**src/rtl/cpu_pkg.sv**
```systemverilog
// cpu_pkg: opcodes, MEM-stage FSM states and opcode class helpers shared by the pipeline.
package cpu_pkg;
  localparam logic [5:0] OP_RTYPE = 6'b000000;
  localparam logic [5:0] OP_J     = 6'b000010;
  localparam logic [5:0] OP_BEQ   = 6'b000100;
  localparam logic [5:0] OP_BNE   = 6'b000101;
  localparam logic [5:0] OP_LW    = 6'b100011;
  localparam logic [5:0] OP_SW    = 6'b101011;
  typedef enum logic {S_RUN, S_WAIT} state_t;
  function automatic logic is_mem(input logic [5:0] op);
    return op == OP_LW || op == OP_SW;
  endfunction
  function automatic logic is_ctl(input logic [5:0] op);
    return op == OP_BEQ || op == OP_BNE || op == OP_J;
  endfunction
endpackage

```
**src/rtl/mem_stage.sv**
```systemverilog
// mem_stage: latches EX results, redirects branches, runs load/store handshake with timeout,
// and presents registered write-back results.
module mem_stage
  import cpu_pkg::*;
#(
  parameter int MEM_TIMEOUT = 16
) (
  input  logic        clk,
  input  logic        rst,
  input  logic        ex_valid,
  input  logic [5:0]  ex_op,
  input  logic        ex_cond,
  input  logic [31:0] ex_alu,
  input  logic [31:0] ex_addr,
  input  logic [31:0] ex_b,
  input  logic [4:0]  ex_rd,
  output logic        stall,
  output logic        pc_sel,
  output logic [31:0] pc_target,
  output logic        dmem_req,
  output logic        dmem_we,
  output logic [31:0] dmem_addr,
  output logic [31:0] dmem_wdata,
  input  logic        dmem_ack,
  input  logic [31:0] dmem_rdata,
  output logic        wb_valid,
  output logic        wb_we,
  output logic [4:0]  wb_rd,
  output logic [31:0] wb_data,
  output logic        mem_err
);
  localparam int CW = $clog2(MEM_TIMEOUT);
  state_t r_state, w_next;
  logic r_m_valid, r_cond, r_wb_valid, r_wb_we, r_mem_err;
  logic [5:0] r_op;
  logic [31:0] r_alu, r_addr, r_b, r_wb_data;
  logic [4:0] r_rd, r_wb_rd;
  logic [CW-1:0] r_cnt;
  logic w_wait, w_cap, w_start, w_tout, w_done, w_direct, w_misal, w_pulse;
  assign w_wait   = r_state == S_WAIT;
  assign w_cap    = ex_valid && !w_wait;
  assign w_start  = w_cap && is_mem(ex_op) && ex_alu[1:0] == 2'b00;
  assign w_tout   = w_wait && !dmem_ack && r_cnt == CW'(MEM_TIMEOUT - 1);
  assign w_done   = w_wait && (dmem_ack || w_tout);
  assign w_misal  = r_m_valid && is_mem(r_op) && r_alu[1:0] != 2'b00;
  // Aligned memory ops complete through the FSM, everything else one edge after capture.
  assign w_direct = r_m_valid && !(is_mem(r_op) && r_alu[1:0] == 2'b00);
  assign w_pulse  = w_direct || w_done;
  always_comb begin
    w_next = r_state;
    w_next = w_start ? S_WAIT : (w_done ? S_RUN : r_state);
  end
  always_ff @(posedge clk) begin
    if (rst) r_state <= S_RUN;
    else r_state <= w_next;
  end
  always_ff @(posedge clk) begin
    if (rst) begin
      r_m_valid  <= 1'b0;
      r_op       <= '0;
      r_cond     <= 1'b0;
      r_alu      <= '0;
      r_addr     <= '0;
      r_b        <= '0;
      r_rd       <= '0;
      r_cnt      <= '0;
      r_wb_valid <= 1'b0;
      r_wb_we    <= 1'b0;
      r_wb_rd    <= '0;
      r_wb_data  <= '0;
      r_mem_err  <= 1'b0;
    end else begin
      r_m_valid <= w_cap;
      if (w_cap) begin
        r_op   <= ex_op;
        r_cond <= ex_cond;
        r_alu  <= ex_alu;
        r_addr <= ex_addr;
        r_b    <= ex_b;
        r_rd   <= ex_rd;
      end
      r_cnt      <= w_start ? '0 : (w_wait ? r_cnt + 1'b1 : r_cnt);
      r_wb_valid <= w_pulse;
      r_wb_we    <= w_wait ? (dmem_ack && r_op == OP_LW && |r_rd)
                           : (w_direct && !is_mem(r_op) && !is_ctl(r_op) && |r_rd);
      if (w_pulse) begin
        r_wb_rd   <= r_rd;
        r_wb_data <= (w_wait && dmem_ack && r_op == OP_LW) ? dmem_rdata : r_alu;
      end
      r_mem_err <= r_mem_err || w_misal || w_tout;
    end
  end
  assign stall      = w_wait;
  assign pc_sel     = r_m_valid && (((r_op == OP_BEQ || r_op == OP_BNE) && r_cond) || r_op == OP_J);
  assign pc_target  = r_addr;
  assign dmem_req   = w_wait;
  assign dmem_we    = w_wait && r_op == OP_SW;
  assign dmem_addr  = w_wait ? r_alu : '0;
  assign dmem_wdata = w_wait ? r_b : '0;
  assign wb_valid   = r_wb_valid;
  assign wb_we      = r_wb_we;
  assign wb_rd      = r_wb_rd;
  assign wb_data    = r_wb_data;
  assign mem_err    = r_mem_err;
endmodule

```
**config.mk**
```make
export PLATFORM = sky130hd
export DESIGN_NAME = mem_stage
export DESIGN_NICKNAME = d
export VERILOG_FILES = /design/src/rtl/cpu_pkg.sv /design/src/rtl/mem_stage.sv
export SDC_FILE = /design/constraint.sdc
export NUM_CORES = 1
export LEC_CHECK = 0
export BUFFER_PORTS_ARGS = -buffer_cell sky130_fd_sc_hd__buf_2
export CORE_MARGIN = 4
export CORE_UTILIZATION = 43
export DETAILED_ROUTE_END_ITERATION = 16
export GPL_TIMING_DRIVEN = 0
export PLACE_DENSITY = 0.77
export SLEW_MARGIN = 20
export SYNTH_ARGS = -nofsm -noshare
export SYNTH_HDL_FRONTEND = slang
export SYNTH_SLANG_ARGS = --single-unit
```
**constraint.sdc**
```tcl
create_clock -name clk -period 1.8 [get_ports clk]
set_clock_uncertainty 0.05 [all_clocks]
set_input_delay 0.09 -clock clk [delete_from_list [all_inputs] [get_ports clk]]
set_output_delay 0.09 -clock clk [all_outputs]
set_load 0.01 [all_outputs]
```
==> metrics.yaml <==
outcome: "finished with violations"
violations: "setup timing"
cp_num_buf_inv: 3
async_flop_share_pct: 0
crit_chain: "dlygate4sd3_1 -> buf_2 -> nand2_2 -> or4_4 -> buf_12 -> mux2i_1 -> a221oi_1"
dpl.hpwl_um: 15300
power.density_mw_per_mm2: 792
num_rows: 43
grt_start_max_net_pins: 17
die_w_um: 129
period_minus_slack_ns: 1.82
ys_ff_latch: 154
rr_worst_depth: 5
finalSetupViolations: 8
p_leak_nw: 4.85
grt_pass1_wl_um: 36500
area_growth_pct: 58.5
post_drt_via_cell_ratio: 5.13
routed_wl_um: 23500
syn_nets: 909
worstHoldStart: "dmem_rdata[30]"
diodes: 0
first_pass_iters: 5
wl_met2_um: 11500
wire_per_inst_um: 16.9
tightestPinTransition_ns: 0.710
slew_headroom_pct: 52.6
dp.cells: 1226
hold_violations: 0
start_util_pct: 44.6
r2r_start: "r_op[2]$_SDFFE_PP0P_"
wl_met3_um: 1990
io_pins: 284
gp_congestion: 0.854
critPathSlowestCell: "dlygate4sd3_1"
finalCritPeriodShare_pct: 101
die_h_um: 129
synth_cell_types: 31
grt_pass1_vias: 7280
avgSynthCellArea_um2: 8.23
worstPathArrival_ns: 2.08
fin_nets: 1346
timing.hold.ws_ns: 0.00856
holdPathEnd: "wb_data[30]$_SDFFE_PP0P_"
antenna_found_initial: 1
ys_top_cells_by_count: "nand2_1 (221), dfxtp_1 (154), a21oi_1 (111), and2_1 (64), clkbuf_1 (49)"
min_delay_path_depth: 3
met1_length_um: 9130
dieArea_mm2: 0.0166
dp_slack_ns: -0.541
route.detailed.drc: 0
hold_path.class: "input port to register"
drive_gt1_share_pct: 30.7
top_layer: "met5"
r2r-end: "wb_data[8]$_SDFFE_PP0P_"
cp_data_required_time_ns: 2.07
port_buffers: 282
crit_path_max_fanout: 10
cts_buffer_depth: 2
clk_pin_slew_ns: 0.06
htreeDepth: 4
syn_inst: 764
regArea_mm2: 0.00309
max_freq_mhz: 551
vias: 7145
final_cells: 1392
cp-start-kind: "input port"
clkLatencyLatePin_ns: 0.41
cts_tree: "done"
critPathMaxStageDelay_ns: 0.58
synth_top_area_share_pct: 49.0
detail-route-antenna-nets: 0
ys.flop_type: "dfxtp_1"
gr-usage-all-layers_pct: 27.8
setup_tns_ns: -0.0617
ys_seq_area_share_pct: 49.0
multi_input_area_mm2: 0.00301
crit_type: "input port to register"
cts_buffers: 17
synth_area_leaders: "dfxtp_1 (49%), nand2_1 (13%), a21oi_1 (8.8%)"
synth_most_common_cell: "nand2_1"
fin_ws_ns: -0.0158
end_kind: "register"
grt_overflow_total: 0
clock_sinks: 154
core_mm2: 0.0141
ys_warn_count: 0
dr.first_iter.drc_count: 389
final_max_slew_viol_count: 0
reg2reg_slack_ns: 0.01
drv_cap: 0
clock_tree.root_cell: "clkbuf_16"
crit_family: "buffers and inverters"
postLayoutCoreUtil_pct: 70.7
synth_edf_count: 0
ir_drop_uv: 523
rsz0062_at_grt: "true"
yosysTopAreaCell: "dfxtp_1"
netlist_area_mm2: 0.00629
fillers: 1067
## power by group
group | switching, W | internal [W]
Combinational | 0.000523 | 0.000542
Sequential | 0.000116 | 0.00359
Clock | 0.00136 | 0.00177
## logic make-up after synthesis
kind of cell	Yosys count	share of synthesized area [%]
adders and majority gates	1	0.199
buffers and inverters	64	4.74
AOI/OAI and AO/OA	149	14.3
muxes	38	6.05
and+or+nand+nor	355	25.2
xor gates and xnor gates	3	0.418
DFF	154	49.0
## how the worst max path moves through the flow
stage          slack (ns)  cells past startpoint             startpoint                        to
3_3_place_gp        -0.55                      7  dmem_req$_SDFFE_PP0P_      r_b[24]$_SDFFE_PP0P_
6_report            -0.02                      7               dmem_ack   wb_data[8]$_SDFFE_PP0P_
5_1_grt             -0.08                      5   r_op[2]$_SDFFE_PP0P_   wb_data[3]$_SDFFE_PP0P_
2_1_floorplan        0.01                      6   r_op[5]$_SDFFE_PP0P_  wb_data[10]$_SDFFE_PP0P_
3_5_place_dp        -0.54                      7  dmem_req$_SDFFE_PP0P_      r_b[26]$_SDFFE_PP0P_
4_1_cts             -0.03                      6   r_op[2]$_SDFFE_PP0P_  wb_data[28]$_SDFFE_PP0P_
## what timing repair did
| action | 4_1_cts | 5_1_grt |
|---|---|---|
| setup buffers | 7 | 2 |
| hold buffers | 128 | 0 |
| endpoints found under the hold margin | 129 | 0 |
| setup endpoints to repair | 217 | 134 |
| cloned | 1 | 0 |
| pin swaps | 13 | 11 |
| resized for setup | 40 | 29 |
## routing by layer
| layer | track usage, % | vias to the layer above |
|---|---|---|
| met1 | 31.5 | 3278 |
| met2 | 48.0 | 371 |
| met3 | 7.47 | 79 |
| met4 | 13.7 | 2 |
| li1 | - | 3415 |
| met5 | 0 | - |
## registers in the layout, summed over array words and instances, names as in the netlist
register	count
wb_rd	5
wb_valid	1
r_m_valid	1
wb_data	32
r_op	6
mem_err	1
r_alu	32
r_b	32
dmem_req	1
r_cond	1
wb_we	1
pc_target	32
r_rd	5
r_cnt	4
## final cells by class
class,count,share of cell area [%]
multi-input combinational,546,30.2
tap,180,2.26
timing repair buffer,420,27.8
sequential,154,31.0
buffer,62,3.72
clock buffer,21,4.52
clock inverter,9,0.527
## worst reg2reg max path, stage by stage, from the launching register on
cell and delay (ns):
dfxtp_2 0.33, nand4b_4 0.20, or4_4 0.52, buf_12 0.19
mux2i_1 0.13, a221oi_1 0.29
## cell usage in the layout, fill, tap and decap left out, types with 21 or more instances in the layout
cell,count
nand2_1,220
dlygate4sd3_1,128
dfxtp_1,149
clkbuf_1,35
buf_2,286
and2_1,64
nor2_1,43
mux2i_1,38
a221oi_1,21
a21oi_1,111
## through the flow
step                      instance area [um^2]  power (W)
after global routing                      9970    0.00819
after floorplan                           6290    0.00416
after CTS                                 9880    0.00788
after global placement                    7920    0.00454
final                                     9970    0.00790
after detailed placement                  7920    0.00456
Note: power is estimated with default switching activity, not from simulation.
